===== src/rtl/led_string_decoder.sv =====
// Decodes a single-wire LED serial stream back into pixel words with per-pixel
// index, frame latch detection, overflow/partial flags and pulse-width errors.
module led_string_decoder #(
  parameter int CLK_PERIOD_NS     = 50,
  parameter int DATA_WIDTH        = 24,
  parameter int N_LEDS_PER_STRING = 150,
  parameter int MIN_HIGH_NS       = 150,
  parameter int BIT_THRESHOLD_NS  = 600,
  parameter int MAX_HIGH_NS       = 1200,
  parameter int RESET_NS          = 50000
) (
  input  logic                                   clk,
  input  logic                                   reset,
  input  logic                                   sdi,
  output logic [DATA_WIDTH-1:0]                  pixel_data,
  output logic                                   pixel_valid,
  output logic [$clog2(N_LEDS_PER_STRING)-1:0]   pixel_index,
  output logic                                   frame_done,
  output logic [$clog2(N_LEDS_PER_STRING+1)-1:0] frame_pixel_count,
  output logic                                   frame_overflow,
  output logic                                   frame_partial,
  output logic                                   bit_error,
  output logic                                   busy
);
  localparam int MIN_HIGH  = MIN_HIGH_NS / CLK_PERIOD_NS;
  localparam int BIT_THR   = BIT_THRESHOLD_NS / CLK_PERIOD_NS;
  localparam int MAX_HIGH  = MAX_HIGH_NS / CLK_PERIOD_NS;
  localparam int RESET_CYC = RESET_NS / CLK_PERIOD_NS;
  localparam int IDXW      = $clog2(N_LEDS_PER_STRING);
  localparam int PCW       = $clog2(N_LEDS_PER_STRING + 1);
  localparam int HCW       = $clog2(MAX_HIGH + 2);
  localparam int LCW       = $clog2(RESET_CYC + 1);
  localparam int BCW       = $clog2(DATA_WIDTH);

  typedef enum logic [1:0] {WAIT_IDLE, IDLE, HIGH, LOW} state_t;

  state_t                state_q, state_d;
  logic                  sync1_q, sync1_d, sync2_q, sync2_d, sync3_q, sync3_d;
  logic [HCW-1:0]        high_cnt_q, high_cnt_d;
  logic [LCW-1:0]        low_cnt_q, low_cnt_d;
  logic                  bit_stb_q, bit_stb_d, bit_val_q, bit_val_d;
  logic [DATA_WIDTH-1:0] shift_q, shift_d;
  logic [BCW-1:0]        bit_cnt_q, bit_cnt_d;
  logic [PCW-1:0]        pix_cnt_q, pix_cnt_d;
  logic                  ovf_q, ovf_d, any_bits_q, any_bits_d;
  logic [DATA_WIDTH-1:0] pixel_data_q, pixel_data_d;
  logic                  pixel_valid_q, pixel_valid_d;
  logic [IDXW-1:0]       pixel_index_q, pixel_index_d;
  logic                  frame_done_q, frame_done_d;
  logic [PCW-1:0]        frame_pixel_count_q, frame_pixel_count_d;
  logic                  frame_overflow_q, frame_overflow_d;
  logic                  frame_partial_q, frame_partial_d;
  logic                  bit_error_q, bit_error_d, busy_q, busy_d;
  logic                  rise, fall, latch;

  always_comb begin
    sync1_d = sdi;
    sync2_d = sync1_q;
    sync3_d = sync2_q;
    rise  = sync2_q & ~sync3_q;
    fall  = ~sync2_q & sync3_q;
    // Fires only on the cycle the low count reaches the limit, so never with an edge.
    latch = ~sync2_q && (low_cnt_q == LCW'(RESET_CYC - 1));

    high_cnt_d = high_cnt_q;
    if (fall)
      high_cnt_d = '0;
    else if (sync2_q && high_cnt_q != HCW'(MAX_HIGH + 1))
      high_cnt_d = high_cnt_q + 1'b1;

    low_cnt_d = low_cnt_q;
    if (rise)
      low_cnt_d = '0;
    else if (!sync2_q && low_cnt_q != LCW'(RESET_CYC))
      low_cnt_d = low_cnt_q + 1'b1;

    state_d             = state_q;
    bit_stb_d           = 1'b0;
    bit_val_d           = 1'b0;
    bit_error_d         = 1'b0;
    busy_d              = busy_q;
    frame_done_d        = 1'b0;
    frame_pixel_count_d = frame_pixel_count_q;
    frame_overflow_d    = frame_overflow_q;
    frame_partial_d     = frame_partial_q;
    shift_d             = shift_q;
    bit_cnt_d           = bit_cnt_q;
    pix_cnt_d           = pix_cnt_q;
    ovf_d               = ovf_q;
    any_bits_d          = any_bits_q;
    pixel_valid_d       = 1'b0;
    pixel_data_d        = pixel_data_q;
    pixel_index_d       = pixel_index_q;

    // Classified bits arrive one cycle after the falling edge.
    if (bit_stb_q) begin
      any_bits_d = 1'b1;
      shift_d    = {shift_q[DATA_WIDTH-2:0], bit_val_q};
      if (bit_cnt_q == BCW'(DATA_WIDTH - 1)) begin
        bit_cnt_d    = '0;
        pixel_data_d = {shift_q[DATA_WIDTH-2:0], bit_val_q};
        if (pix_cnt_q < PCW'(N_LEDS_PER_STRING)) begin
          pixel_valid_d = 1'b1;
          pixel_index_d = pix_cnt_q[IDXW-1:0];
          pix_cnt_d     = pix_cnt_q + 1'b1;
        end else begin
          ovf_d = 1'b1;
        end
      end else begin
        bit_cnt_d = bit_cnt_q + 1'b1;
      end
    end

    unique case (state_q)
      WAIT_IDLE: if (latch) state_d = IDLE;
      IDLE: if (rise) begin
        state_d = HIGH;
        busy_d  = 1'b1;
      end
      HIGH: if (fall) begin
        state_d = LOW;
        if (high_cnt_q < HCW'(MIN_HIGH) || high_cnt_q > HCW'(MAX_HIGH)) begin
          bit_error_d = 1'b1;
        end else begin
          bit_stb_d = 1'b1;
          bit_val_d = high_cnt_q > HCW'(BIT_THR);
        end
      end
      LOW: begin
        if (rise) begin
          state_d = HIGH;
        end else if (latch) begin
          state_d = IDLE;
          busy_d  = 1'b0;
          if (any_bits_q) begin
            frame_done_d        = 1'b1;
            frame_pixel_count_d = pix_cnt_q;
            frame_overflow_d    = ovf_q;
            frame_partial_d     = bit_cnt_q != '0;
          end
          shift_d    = '0;
          bit_cnt_d  = '0;
          pix_cnt_d  = '0;
          ovf_d      = 1'b0;
          any_bits_d = 1'b0;
        end
      end
      default: state_d = WAIT_IDLE;
    endcase
  end

  always_ff @(posedge clk) begin
    if (reset) begin
      state_q             <= WAIT_IDLE;
      sync1_q             <= 1'b0;
      sync2_q             <= 1'b0;
      sync3_q             <= 1'b0;
      high_cnt_q          <= '0;
      low_cnt_q           <= '0;
      bit_stb_q           <= 1'b0;
      bit_val_q           <= 1'b0;
      shift_q             <= '0;
      bit_cnt_q           <= '0;
      pix_cnt_q           <= '0;
      ovf_q               <= 1'b0;
      any_bits_q          <= 1'b0;
      pixel_data_q        <= '0;
      pixel_valid_q       <= 1'b0;
      pixel_index_q       <= '0;
      frame_done_q        <= 1'b0;
      frame_pixel_count_q <= '0;
      frame_overflow_q    <= 1'b0;
      frame_partial_q     <= 1'b0;
      bit_error_q         <= 1'b0;
      busy_q              <= 1'b0;
    end else begin
      state_q             <= state_d;
      sync1_q             <= sync1_d;
      sync2_q             <= sync2_d;
      sync3_q             <= sync3_d;
      high_cnt_q          <= high_cnt_d;
      low_cnt_q           <= low_cnt_d;
      bit_stb_q           <= bit_stb_d;
      bit_val_q           <= bit_val_d;
      shift_q             <= shift_d;
      bit_cnt_q           <= bit_cnt_d;
      pix_cnt_q           <= pix_cnt_d;
      ovf_q               <= ovf_d;
      any_bits_q          <= any_bits_d;
      pixel_data_q        <= pixel_data_d;
      pixel_valid_q       <= pixel_valid_d;
      pixel_index_q       <= pixel_index_d;
      frame_done_q        <= frame_done_d;
      frame_pixel_count_q <= frame_pixel_count_d;
      frame_overflow_q    <= frame_overflow_d;
      frame_partial_q     <= frame_partial_d;
      bit_error_q         <= bit_error_d;
      busy_q              <= busy_d;
    end
  end

  assign pixel_data        = pixel_data_q;
  assign pixel_valid       = pixel_valid_q;
  assign pixel_index       = pixel_index_q;
  assign frame_done        = frame_done_q;
  assign frame_pixel_count = frame_pixel_count_q;
  assign frame_overflow    = frame_overflow_q;
  assign frame_partial     = frame_partial_q;
  assign bit_error         = bit_error_q;
  assign busy              = busy_q;
endmodule


===== config.mk =====
export PLATFORM = sky130hd
export DESIGN_NAME = led_string_decoder
export DESIGN_NICKNAME = d
export VERILOG_FILES = /design/src/rtl/led_string_decoder.sv
export SDC_FILE = /design/constraint.sdc
export NUM_CORES = 1
export LEC_CHECK = 0
export ABC_CLOCK_PERIOD_IN_PS = 2600
export CAP_MARGIN = 20
export CORE_MARGIN = 2
export CORE_UTILIZATION = 59
export DETAILED_ROUTE_END_ITERATION = 8
export PLACE_DENSITY = 0.84
export SYNTH_ARGS = -nofsm -noshare
export SYNTH_HDL_FRONTEND = slang
export SYNTH_SLANG_ARGS = --single-unit
export TNS_END_PERCENT = 30

===== constraint.sdc =====
create_clock -name clk -period 2.6 [get_ports clk]
set_clock_uncertainty 0.05 [all_clocks]
set_input_delay 0.52 -clock clk [delete_from_list [all_inputs] [get_ports clk]]
set_output_delay 0.52 -clock clk [all_outputs]
set_load 0.05 [all_outputs]

# Word-level counts from Yosys, hierarchy flattened
# Index checks and enable logic that the tools add are counted.
[op_classes]
bitwise = 11
addsub = 4
muxes = 38
magnitude_cmp = 4
n_reduce_logical = 19
n_eq_ne = 11
[op_table]
columns = ["cell", "n"]
rows = [
  ["$mux W24", 4],
  ["$mux W8", 6],
  ["$mux W5", 5],
  ["$mux W1", 17],
  ["$add A10 B1 Y10 const B", 1],
  ["$add A5 B1 Y5 const B", 2],
  ["$eq A10 B10 Y1 const B", 1],
  ["$ne A10 B10 Y1 const B", 1],
  ["$not A1 Y1", 9],
  ["$add A8 B1 Y8 const B", 1],
  ["$lt A8 B8 Y1 const B", 1],
  ["$mux W2", 4],
  ["$ne A2 B2 Y1 const B", 4],
  ["$pmux W2 S4", 1],
  ["$reduce_and A4 Y1", 2],
  ["$reduce_or A4 Y1", 2],
  ["$reduce_or A3 Y1", 2],
  ["$eq A5 B5 Y1 const B", 1],
  ["$gt A5 B4 Y1 const B", 1],
  ["$gt A5 B5 Y1 const B", 1],
  ["$lt A5 B2 Y1 const B", 1],
  ["$ne A5 B5 Y1 const B", 1],
  ["$reduce_bool A5 Y1", 1],
  ["$eq A2 B2 Y1 const B", 2],
  ["11 further kinds", 16],
]
[totals]
input_bits = 3
elab_cells = 109
out_inout_bits = 46
ff_bits = 107

# Longest topological paths before layout
[depth]
word_depth = 7
depth_mapped = 6
depth_no_buf = 6

# Worst setup path before layout
# No wires, ideal clock.
[synth_path]
path_kind = "register to register"
start = "register low_cnt_q[1]"
end = "register frame_overflow_q (netlist: frame_overflow)"
t_required_ns = 2.422
n_path_buf = 1
period_less_slack_ns = 1.750
path_stages_with_launch = 7
arrival_ns = 1.572
setup_time_ns = 0.128
path_slack_ns = 0.850
path_cell_list = "dfxtp_1 > ha_1 > nand4bb_1 > nor4_1 > buf_2 > mux2i_1 > nor2_1"
[synth_between]
elab_chain_len = 3
[synth_lines]
columns = ["element", "line_no", "source"]
rows = [
  ["start: declaration", "40", "logic [LCW-1:0] low_cnt_q, low_cnt_d;"],
  ["start signal: assignment", "182", "low_cnt_q <= low_cnt_d;"],
  ["$eq A10 B10 Y1", "63", "latch = ~sync2_q && (low_cnt_q == LCW'(RESET_CYC - 1));"],
  ["$logic_and A1 B1 Y1", "63", ""],
  ["$reduce_and A4 Y1 (no source line)", "--", ""],
  ["end signal: assignment", "195", "frame_overflow_q <= frame_overflow_d;"],
  ["end: declaration", "51", "logic frame_overflow_q, frame_overflow_d;"],
]
# No other way between the ends.
# A chain may end at the register's enable or synchronous reset.

# Final worst setup path
[layout_path]
start = "register bit_cnt_q[0]"
end = "register pix_cnt_q[0]"
[layout_between]
elab_chain_len = 6
[layout_lines]
columns = ["element", "line_no", "source"]
rows = [
  ["start: declaration", "43", "logic [BCW-1:0] bit_cnt_q, bit_cnt_d;"],
  ["start signal: assignment", "186", "bit_cnt_q <= bit_cnt_d;"],
  ["$eq A5 B5 Y1 *", "99", "if (bit_cnt_q == BCW'(DATA_WIDTH - 1)) begin"],
  ["$mux W8 *", "99", ""],
  ["$mux W8 *", "96", "if (bit_stb_q) begin"],
  ["$mux W8", "132", "end else if (latch) begin"],
  ["$mux W8", "130", "if (rise) begin"],
  ["$mux W8 *", "114", "unique case (state_q)"],
  ["end signal: assignment", "187", "pix_cnt_q <= pix_cnt_d;"],
  ["end: declaration", "44", "logic [PCW-1:0] pix_cnt_q, pix_cnt_d;"],
]
# Mark *: on every way between the ends. The rest lies on a longest branch, timed or not.

==> metrics.yaml <==
cap_violations: 0
grt_busiest_layer: "met2"
synth_cell_types: 43
total_power_mw: 2.75
final_core_util: 0.721
slowest_stage: "dfxtp_1"
design_area_um2: 4900
finalHoldViolations: 0
hp-class: "register to register"
regToRegSetupSlack_ps: 410
path_clk_slew_ps: 100
grtUsageMet1: 0.275
worst_pin_slew_ps: 686
syn-num-nets: 474
clockBufferDepth: 2
core.rowCount: 30
postSynthCellCount: 463
arrival_ps: 2440
dieArea_um2: 7680
final_nets: 515
cp-start-kind: "register"
core_um2: 6790
grt_overflow: 0
htree_num_levels: 3
postCtsSetupRepairBufs: 0
dr.first_iter.drc_count: 162
fmax_ghz: 0.457
grt_usage: 0.224
power_density_nw_per_um2: 561
yosysWarnings: 0
synth-edff-count: 0
synthesis.area_um2: 4130
placed_area_um2: 4690
leakage_nw: 1.63
grt_use_met2: 0.382
die-height_um: 87.6
path_class: "register to register"
setup_viol_count_final: 0
crit_chain: "ha_1 -> and3b_1 -> nand3_1 -> buf_4 -> or3_1 -> a21oi_1"
io_buffers: 48
firstDrtPassIters: 5
grt_antenna_before_repair: 0
status: "finished, final reports clean"
synthFlopType: "dfxtp_1"
required_ps: 2850
synth-seq-cells: 106
cts-buffers-inserted: 9
drive_above_1_share: 0.0609
gp_congestion: 0.840
drt-wirelength-per-cell_um: 13.3
dp_hpwl_mm: 5.40
ir_drop_mv: 0.475
grt_pass1_vias: 3026
grt_max_degree: 31
fin_crit_sh: 0.841
grt_setup_unrepaired: "no"
post_cts_resized: 0
worstRegToRegCells: 6
hold_depth: 1
slew_viol_final: 0
cts_tree: "done"
synth_area_per_cell_um2: 8.91
grtUsageMet3: 0.0509
ant_nets: 0
slew_headroom: 0.540
antenna_cells: 0
viasPerCell: 5.46
crit_path_max_fanout: 15
insertion_delay_ps: 370
grt_first_pass_wirelength_mm: 13.6
cts_hold_buf: 0
area_growth_pct: 18.6
critPathMaxStageDelay_ps: 390
cp-end-kind: "register"
min_period_ps: 2190
clkSinkCount: 106
wirelength_mm: 8.07
boundaryPins: 49
fin_setup_tns_ps: 0
cts_root_buf: "clkbuf_8"
dieWidth_um: 87.6
ys_seq_area_frac: 0.514
routed-via-count: 3305
drc_errors: 0
start_util: 0.607
async_flop_share: 0
[cells by family after synthesis]
logic type / count (synthesis) / synth area share
and+or+nand+nor: 189 / 0.213
DFF: 106 / 0.514
AOI/OAI and AO/OA: 76 / 0.102
buffers and inverters: 37 / 0.0361
muxes: 35 / 0.0849
xor gates and xnor gates: 12 / 0.0255
adders and majority gates: 8 / 0.0243
[Yosys cell counts (all sizes together) (2+ instances only)]
library cell	number	share of area
nand3b	2	0.0036
nor2b	4	0.0061
or4	3	0.0055
inv	10	0.0091
xor2	8	0.017
ha	8	0.024
dfxtp	106	0.51
nor2	61	0.055
or4b	2	0.0049
a31oi	4	0.0061
nand4	6	0.0091
xnor2	4	0.0085
clkbuf	23	0.021
nor4	2	0.0030
nand3	20	0.024
nand4b	2	0.0042
o31ai	4	0.0073
and3	4	0.0061
nand2	61	0.055
nand2b	7	0.011
or3	3	0.0045
o21ai	12	0.015
nor3	6	0.0073
mux2i	35	0.085
o41ai	2	0.0042
a21oi	48	0.058
buf	4	0.0061
[routing by layer]
| metal | part of all wire | vias to the layer above |
|---|---|---|
| li1 | - | 1670 |
| met1 | 0.45 | 1550 |
| met2 | 0.49 | 75 |
| met3 | 0.043 | 10 |
| met4 | 0.015 | 0 |
| met5 | 0 | - |
[cell type report]
class / count / area, µm²
tap: 96 / 120
multi-input combinational: 320 / 1860
timing repair buffer: 57 / 543
inverter: 10 / 37.5
clock buffer: 9 / 124
clock inverter: 7 / 85.1
sequential: 106 / 2120
fill: 534 / 1900
[report_power, final]
part           internal, mW  leakage, nW  switching (mW)
clock                 0.464        0.106           0.583
sequential             1.63        0.854         0.00886
combinational        0.0197        0.669          0.0423
total                  2.11         1.63           0.634
[cell usage in the layout (no fill, tap or decap), drive strengths merged, types with 2 or more instances in the layout]
cell           Yosys  layout
clkbuf            23       9
ha                 8       8
nand2             61      61
a31oi              4       4
xnor2              4       4
nand4              6       6
nand4b             2       2
nor3               6       6
nand3             20      20
nor2b              4       4
dfxtp            106     106
or3                3       3
a21oi             48      48
clkinv             0       3
inv               10      13
o21ai             12      12
mux2i             35      35
or4b               2       2
clkdlybuf4s50      0      47
and3               4       4
nor4               2       2
buf                4      10
or4                3       3
nand2b             7       7
xor2               8       8
o31ai              4       4
nand3b             2       2
o41ai              2       2
nor2              61      61
[final timing paths]
check,start,endpoint
worst min-delay path,sync1_q,sync2_q
worst max register to register,bit_cnt_q[0],pix_cnt_q[0]
worst min register to register,sync1_q,sync2_q
worst max-delay path,bit_cnt_q[0],pix_cnt_q[0]
[critical path: cells and delay by family (launching register included)]
| kind | cells | cell delay (ps) |
|---|---|---|
| compound gates | 1 | 160 |
| flops | 1 | 390 |
| simple gates | 3 | 960 |
| fa+ha+maj | 1 | 220 |
| buf+inv | 1 | 350 |
[per-stage QoR]
stage	std cells	setup slack, ps	hold slack, ps
after floorplan	463	850	364
after global placement	589	558	370
after detailed placement	589	442	378
after CTS	605	423	409
after global routing	605	248	426
final	605	412	409
[sequential cells by signal, summed over array words and instances, names as in the netlist, 2 cells and up]
signal and cells:
pixel_data 24, shift_q 23, low_cnt_q 10, frame_pixel_count 8, pix_cnt_q 8, pixel_index 8
bit_cnt_q 5, high_cnt_q 5, state_q 2
(Power assumes the default switching activity.)
